$ cat config.mk
export PLATFORM = sky130hd
export DESIGN_NAME = keypad_scan_ctrl
export DESIGN_NICKNAME = d
export VERILOG_FILES = /design/src/rtl/keypad_scan_ctrl.sv
export SDC_FILE = /design/constraint.sdc
export NUM_CORES = 1
export LEC_CHECK = 0
export CAP_MARGIN = 10
export CELL_PAD_IN_SITES_DETAIL_PLACEMENT = 1
export CELL_PAD_IN_SITES_GLOBAL_PLACEMENT = 2
export CORE_MARGIN = 2
export CORE_UTILIZATION = 39
export CTS_BUF_LIST = sky130_fd_sc_hd__clkbuf_4 sky130_fd_sc_hd__clkbuf_8
export DETAILED_ROUTE_END_ITERATION = 16
export PLACE_DENSITY = 0.78
export SYNTH_ARGS = -nofsm -noshare
export SYNTH_HDL_FRONTEND = slang
export SYNTH_SLANG_ARGS = --single-unit
$ cat constraint.sdc
create_clock -name clk -period 3 [get_ports clk]
set_clock_uncertainty 0.05 [all_clocks]
set_input_delay 0.45 -clock clk [delete_from_list [all_inputs] [get_ports clk]]
set_output_delay 0.45 -clock clk [all_outputs]
set_load 0.01 [all_outputs]
$ cat src/rtl/keypad_scan_ctrl.sv
// Matrix keypad scanner. Drives one-hot columns, debounces press and release,
// rejects chords, and queues one press event with valid/ack and sticky overflow.
module keypad_scan_ctrl #(
    parameter int CLK_DIV  = 12500,
    parameter int N_COLS   = 3,
    parameter int N_ROWS   = 4,
    parameter int DEBOUNCE = 4,
    parameter int CODE_W   = 4
) (
    input  logic              clk,
    input  logic              rst,
    input  logic [N_ROWS-1:0] key_row,
    output logic [N_COLS-1:0] key_col,
    output logic [CODE_W-1:0] key_code,
    output logic              key_valid,
    input  logic              key_ack,
    output logic              key_down,
    output logic              key_ovf
);
    localparam int DIV_W = $clog2(CLK_DIV);
    localparam int COL_W = $clog2(N_COLS);
    localparam int ROW_W = (N_ROWS > 1) ? $clog2(N_ROWS) : 1;
    localparam int CNT_W = $clog2(DEBOUNCE + 1);

    typedef enum logic [1:0] {S_SCAN, S_DEBOUNCE, S_PRESSED} state_t;

    logic [DIV_W-1:0]  r_div;
    logic              w_tick;
    state_t            r_state, w_state_nxt;
    logic [COL_W-1:0]  r_col_idx, w_col_nxt, w_col_adv;
    logic [N_ROWS-1:0] r_row_oh, w_row_oh_nxt;
    logic [CNT_W-1:0]  r_cnt, w_cnt_nxt, w_cnt_inc;
    logic [CNT_W-1:0]  r_rel_cnt, w_rel_nxt, w_rel_inc;
    logic              r_fire, w_fire_nxt;
    logic [ROW_W-1:0]  w_row_idx;
    logic [CODE_W-1:0] w_code;
    logic              w_zero, w_one;
    logic [CODE_W-1:0] r_key_code;
    logic              r_key_valid, r_key_ovf;

    assign w_tick = (r_div == DIV_W'(CLK_DIV - 1));

    always_ff @(posedge clk or negedge rst) begin
        if (!rst) begin
            r_div <= '0;
        end else if (w_tick) begin
            r_div <= '0;
        end else begin
            r_div <= r_div + 1'b1;
        end
    end

    assign w_zero    = (key_row == '0);
    assign w_one     = !w_zero && ((key_row & (key_row - 1'b1)) == '0);
    assign w_col_adv = (r_col_idx == COL_W'(N_COLS - 1)) ? '0 : r_col_idx + 1'b1;
    assign w_cnt_inc = r_cnt + 1'b1;
    assign w_rel_inc = r_rel_cnt + 1'b1;

    always_comb begin
        w_state_nxt  = r_state;
        w_col_nxt    = r_col_idx;
        w_row_oh_nxt = r_row_oh;
        w_cnt_nxt    = r_cnt;
        w_rel_nxt    = r_rel_cnt;
        w_fire_nxt   = 1'b0;
        if (w_tick) begin
            case (r_state)
                S_SCAN: begin
                    if (w_zero) begin
                        w_col_nxt = w_col_adv;
                    end else if (w_one) begin
                        w_row_oh_nxt = key_row;
                        w_cnt_nxt    = CNT_W'(1);
                        w_state_nxt  = S_DEBOUNCE;
                    end
                    // chords leave the scan parked on this column
                end
                S_DEBOUNCE: begin
                    if (key_row == r_row_oh) begin
                        w_cnt_nxt = w_cnt_inc;
                        if (w_cnt_inc == CNT_W'(DEBOUNCE)) begin
                            w_state_nxt = S_PRESSED;
                            w_fire_nxt  = 1'b1;
                            w_cnt_nxt   = '0;
                            w_rel_nxt   = '0;
                        end
                    end else begin
                        w_state_nxt = S_SCAN;
                        w_cnt_nxt   = '0;
                    end
                end
                S_PRESSED: begin
                    if (w_zero) begin
                        w_rel_nxt = w_rel_inc;
                        if (w_rel_inc == CNT_W'(DEBOUNCE)) begin
                            w_state_nxt = S_SCAN;
                            w_col_nxt   = w_col_adv;
                            w_rel_nxt   = '0;
                        end
                    end else begin
                        w_rel_nxt = '0;
                    end
                end
                default: w_state_nxt = S_SCAN;
            endcase
        end
    end

    always_ff @(posedge clk or negedge rst) begin
        if (!rst) begin
            r_state   <= S_SCAN;
            r_col_idx <= '0;
            r_row_oh  <= '0;
            r_cnt     <= '0;
            r_rel_cnt <= '0;
            r_fire    <= 1'b0;
        end else begin
            r_state   <= w_state_nxt;
            r_col_idx <= w_col_nxt;
            r_row_oh  <= w_row_oh_nxt;
            r_cnt     <= w_cnt_nxt;
            r_rel_cnt <= w_rel_nxt;
            r_fire    <= w_fire_nxt;
        end
    end

    always_comb begin
        w_row_idx = '0;
        for (int i = 0; i < N_ROWS; i++) begin
            if (r_row_oh[i]) w_row_idx = ROW_W'(i);
        end
    end

    // row/col stay frozen while PRESSED, so the code is valid in the event cycle
    assign w_code = CODE_W'(w_row_idx) * CODE_W'(N_COLS) + CODE_W'(r_col_idx);

    always_ff @(posedge clk or negedge rst) begin
        if (!rst) begin
            r_key_code  <= '0;
            r_key_valid <= 1'b0;
            r_key_ovf   <= 1'b0;
        end else if (r_fire) begin
            if (!r_key_valid || key_ack) begin
                r_key_code  <= w_code;
                r_key_valid <= 1'b1;
            end else begin
                r_key_ovf <= 1'b1;
            end
        end else if (key_ack) begin
            r_key_valid <= 1'b0;
        end
    end

    assign key_col   = {{(N_COLS-1){1'b0}}, 1'b1} << r_col_idx;
    assign key_code  = r_key_code;
    assign key_valid = r_key_valid;
    assign key_ovf   = r_key_ovf;
    assign key_down  = (r_state == S_PRESSED);
endmodule

== Yosys cells after proc, flatten, opt, wreduce, memory -nomap -nowiden ==
Cells that the tools add are included.

* Flip-flop bits (word level): 35
* Output and inout port bits: 10
* Logic and storage cells: 89

* $add $sub $neg: 6
* $mul: 1
* Eq/ne operators: 16
* Shift-type cells: 1
* Multiplexer cells: 33
* Bitwise gates (word level): 3
* Reduce and logical (&&, ||, !) cells: 19

{| class="wikitable"
|+ Operators by type and width
! operator !! number
|-
| two-way mux 2 bit || 12
|-
| two-way mux 3 bit || 8
|-
| adder 14 x 1 -> 14 bit, second input constant || 1
|-
| equality test 14 bit, second input constant || 1
|-
| two-way mux 14 bit || 1
|-
| one-hot mux 3 bit (2 select lines) || 2
|-
| AND reduction 4 bit || 3
|-
| inequality test 2 bit, second input constant || 5
|-
| zero test 4 bit || 2
|-
| two-way mux 1 bit || 8
|-
| nonzero test 2 bit || 4
|-
| adder 3 x 1 -> 3 bit, second input constant || 2
|-
| equality test 3 bit, second input constant || 2
|-
| inequality test 2 x 1 -> 1 bit, second input constant || 3
|-
| one-hot mux 2 bit (3 select lines) || 1
|-
| AND reduction 2 bit || 3
|-
| AND reduction 6 bit || 1
|-
| AND reduction 5 bit || 1
|-
| adder 4 x 2 -> 4 bit || 1
|-
| bitwise AND 4 bit || 1
|-
| equality test 2 bit, second input constant || 2
|-
| equality test 4 bit || 1
|-
| multiplier 2 x 2 -> 4 bit, second input constant || 1
|-
| one-hot mux 2 bit (2 select lines) || 1
|-
| 10 further kinds || 12
|}

== Longest topological paths before layout ==
* Depth after elaboration: 7
* Gate-level depth with buffers: 7

== Worst setup path before layout ==
Ideal clock, no wire load.

* Path kind: reg2reg
* Start point: register r_div[10]
* End point: register r_cnt[2]
* Arrival time: 2.206 ns
* Data required time: 2.884 ns
* Path slack: 0.678 ns
* Cell stages (with the launch flop): 6
* Buffers on the path: 0
* Path through: dfrtp_1 > or4b_4 > or4_4 > a211o_1 > or4_1 > nand2_1

* Cells in the longest elaborated chain, start to end: 2

{| class="wikitable"
|+ Ends and longest elaborated chain
! element !! RTL line !! RTL
|-
| from (decl) || 27 || <nowiki>logic [DIV_W-1:0] r_div;</nowiki>
|-
| from (signal assigned) || 49 || <nowiki>r_div <= r_div + 1'b1;</nowiki>
|-
| equality test 14 bit || 41 || <nowiki>assign w_tick = (r_div == DIV_W'(CLK_DIV - 1));</nowiki>
|-
| AND reduction 4 bit (no line) || n/a ||
|-
| to (signal assigned) || 121 || <nowiki>r_cnt <= w_cnt_nxt;</nowiki>
|-
| to (decl) || 32 || <nowiki>logic [CNT_W-1:0] r_cnt, w_cnt_nxt, w_cnt_inc;</nowiki>
|}

No other way between the ends.
A chain may end at the register's enable or synchronous reset.

== Final worst setup path ==
* Start point: register r_div[10]
* End point: register r_col_idx[1]

* Cells in the longest elaborated chain, start to end: 2

{| class="wikitable"
|+ Ends and longest elaborated chain
! element !! RTL line !! RTL
|-
| equality test 14 bit || 41 ||
|-
| AND reduction 5 bit (no line) || n/a ||
|-
| to (signal assigned) || 119 || <nowiki>r_col_idx <= w_col_nxt;</nowiki>
|-
| to (decl) || 30 || <nowiki>logic [COL_W-1:0] r_col_idx, w_col_nxt, w_col_adv;</nowiki>
|}

No other way between the ends.

==> summary.txt <==
Max Cap Viol = 0
Number of flops mapped to enable cells by yosys = 0
H-tree levels = 2
# Post-CTS Setup Buffers = 0
Yosys Warn Count = 0
Die width = 73.3 um
Post-Synthesis Cells = 175
Sum of negative setup slack = 0 ns
Routed wire length per instance = 15.9 um
Ranking of synthesized cells by area = dfrtp_1, ha_1, mux2_2, xnor2_1, xor2_1
WS Path Type = flip-flop to flip-flop
Pwr Total = 0.000853 W
Final hold violations = 0
Crit Path Max Fanout = 4
Sequential cell area = 876 um2
Post-synthesis cell type count = 40
DR iter-0 viols = 61
Number of global-route vias before repair = 1497
DRT Pass-1 Iters = 4
Final nets = 219
Post-route ant nets = 0
DRC = 0
Largest net degree at the start of global routing = 36
Clock Latency Late Sink = 0.28 ns
Synth top area share = 46.8%
Commonest cells in the netlist = dfrtp_1, inv_1, nand2_1
Post-DP HPWL = 3080 um
Fin crit share = 82.5%
Layout cell share with drive strength beyond 1 = 13.9%
Ys flop type = dfrtp_1
Outcome = completed
Core area = 4690 um2
Placement Rows = 25
Relative slew slack = 62.1%
Seq/Total Area, Yosys = 46.8%
Data required time of the worst path = 3.11 ns
Power density of the placed cells = 386 nW/um2
CP Capture Type = flip-flop
CTS Hold Bufs = 0
Met1 usage = 22.2%
Die Y = 73.3 um
Area of the multi-input gates = 945 um2
GRT Total Usage = 17.3%
Pins Over Slew Limit = 0
Area Overhead vs Synth = 18.1%
Worst setup SP type = flip-flop
Top Usage Layer GRT = met2
Count of final setup violators = 0
Initial core utilization = 39.9%
Clk sinks = 35
Clk pin slew, worst setup/hold paths = 0.08 ns
Fillers = 523
Worst hold slack = 0.433 ns
Top-count cell post-synth = dfrtp_1
Critical Path AT = 2.59 ns
Leading area contributor after synthesis = dfrtp_1
Slew @ Worst Pin = 0.566 ns
Grt ovf = 0
Setup repair after global routing missed its margin = no
Post-CTS sizing = 0
Max VDD drop = 0.202 mV
Asr flop ratio synth = 100%
Vias/cell = 5.39
Syn nets = 194
DRT Wirelength = 4050 um
GR Layer Usage met3 = 4.12%
# IOs = 17
Min cycle time layout = 2.47 ns
Root Driver = clkbuf_8
Global-route wire length before repair = 7080 um
DIE AREA = 5370 um2
Hold Crit Class = flip-flop to flip-flop
Via count = 1375
TritonCTS clock tree = built
CTS Buf Count = 5
Mean Syn Cell Area = 10.7 um2
Port bufs = 16
Max clock buf depth = 2
Max frequency = 0.404 GHz
Initial antenna violation count = 0
#FFs+latches synth = 35
GPL Wtd Cong = 0.770
Post-layout util = 47.1%
Lkg Pwr = 0.989 nW
Synth Cell Area = 1870 um2
N_diodes = 0
M2 GR Usage = 29.4%
area by class of cell:
class | instances | share of cell area (%)
Clock buffer | 6 | 3.45
Inverter | 12 | 2.04
Sequential cell | 35 | 39.6
Clock inverter | 2 | 0.566
Timing Repair Buffer | 20 | 8.60
Tap cell | 54 | 3.05
Multi-Input combinational cell | 126 | 42.7
report_power, final:
group,internal [W],switching (W)
registers,0.000472,0.000000764
clock network,0.000171,0.000172
logic,0.0000148,0.0000213
cells in the final DEF, fill, tap and decap left out, types with 2 or more instances in the layout:
cell type / instances
dfrtp_1: 35
clkdlybuf4s50_1: 16
inv_1: 12
nand2_1: 12
nor2_1: 10
mux2_2: 10
ha_1: 10
xnor2_1: 9
o21ai_0: 8
xor2_1: 7
nor2b_1: 6
nand3_1: 6
nand4_1: 5
clkbuf_8: 5
and3_1: 4
buf_4: 4
or4_1: 3
a21oi_1: 3
or2_2: 2
nor4_1: 2
nor4b_1: 2
a31oi_1: 2
o211ai_1: 2
nand2b_1: 2
mux2i_1: 2
o31ai_1: 2
fa_1: 2
registers in the layout, indices dropped and copies added (netlist names):
| name | flops |
|---|---|
| key_code | 4 |
| key_ovf | 1 |
| key_valid | 1 |
| r_cnt | 3 |
| r_col_idx | 2 |
| r_div | 14 |
| r_fire | 1 |
| r_rel_cnt | 3 |
| r_row_oh | 4 |
| r_state | 2 |
kinds of logic after synthesis:
| family | count (synthesis) | synth area share [%] |
|---|---|---|
| mux | 12 | 7.08 |
| buf+inv | 14 | 2.81 |
| compound gates | 24 | 8.08 |
| xor+xnor | 16 | 7.48 |
| fa+ha+maj | 12 | 8.82 |
| flops | 35 | 46.8 |
| simple gates | 62 | 19.0 |
worst paths after layout:
| path | start | to | slack (ns) | depth (start not counted) |
|---|---|---|---|---|
| max in group asynchronous | rst | key_valid$_DFFE_PN0P_ | 2.05 | 2 |
| worst min-delay path | key_code[2]$_DFFE_PN0P_ | key_code[2]$_DFFE_PN0P_ | 0.43 | 2 |
| min in group asynchronous | rst | r_fire$_DFF_PN0_ | 0.53 | 2 |
| worst max register to register | r_div[10]$_DFF_PN0_ | r_col_idx[1]$_DFFE_PN0P_ | 0.53 | 5 |
| worst max-delay path | r_div[10]$_DFF_PN0_ | r_col_idx[1]$_DFFE_PN0P_ | 0.53 | 5 |
| worst min register to register | key_code[2]$_DFFE_PN0P_ | key_code[2]$_DFFE_PN0P_ | 0.43 | 2 |
critical path, cell delays in order (launching register included):
cell and delay [ns]:
dfrtp_1 0.43, or4b_4 0.56, or4_4 0.57, a21oi_2 0.23, o211ai_1 0.21, mux2_2 0.31
per-stage QoR:
stage / setup slack, ns / instance area [um2] / instances
after detailed placement: 0.416 / 2120 / 247
after CTS: 0.541 / 2210 / 255
final: 0.526 / 2210 / 255
after global placement: 0.473 / 2120 / 247
after global routing: 0.468 / 2210 / 255
after floorplan: 0.678 / 1870 / 175
routing by layer:
metal,wire [um],share of wire [%]
met5,0,0
met1,1900,47
met2,2010,50
met4,40,0.99
met3,98,2.4
Power figures use the tool's default switching activity.
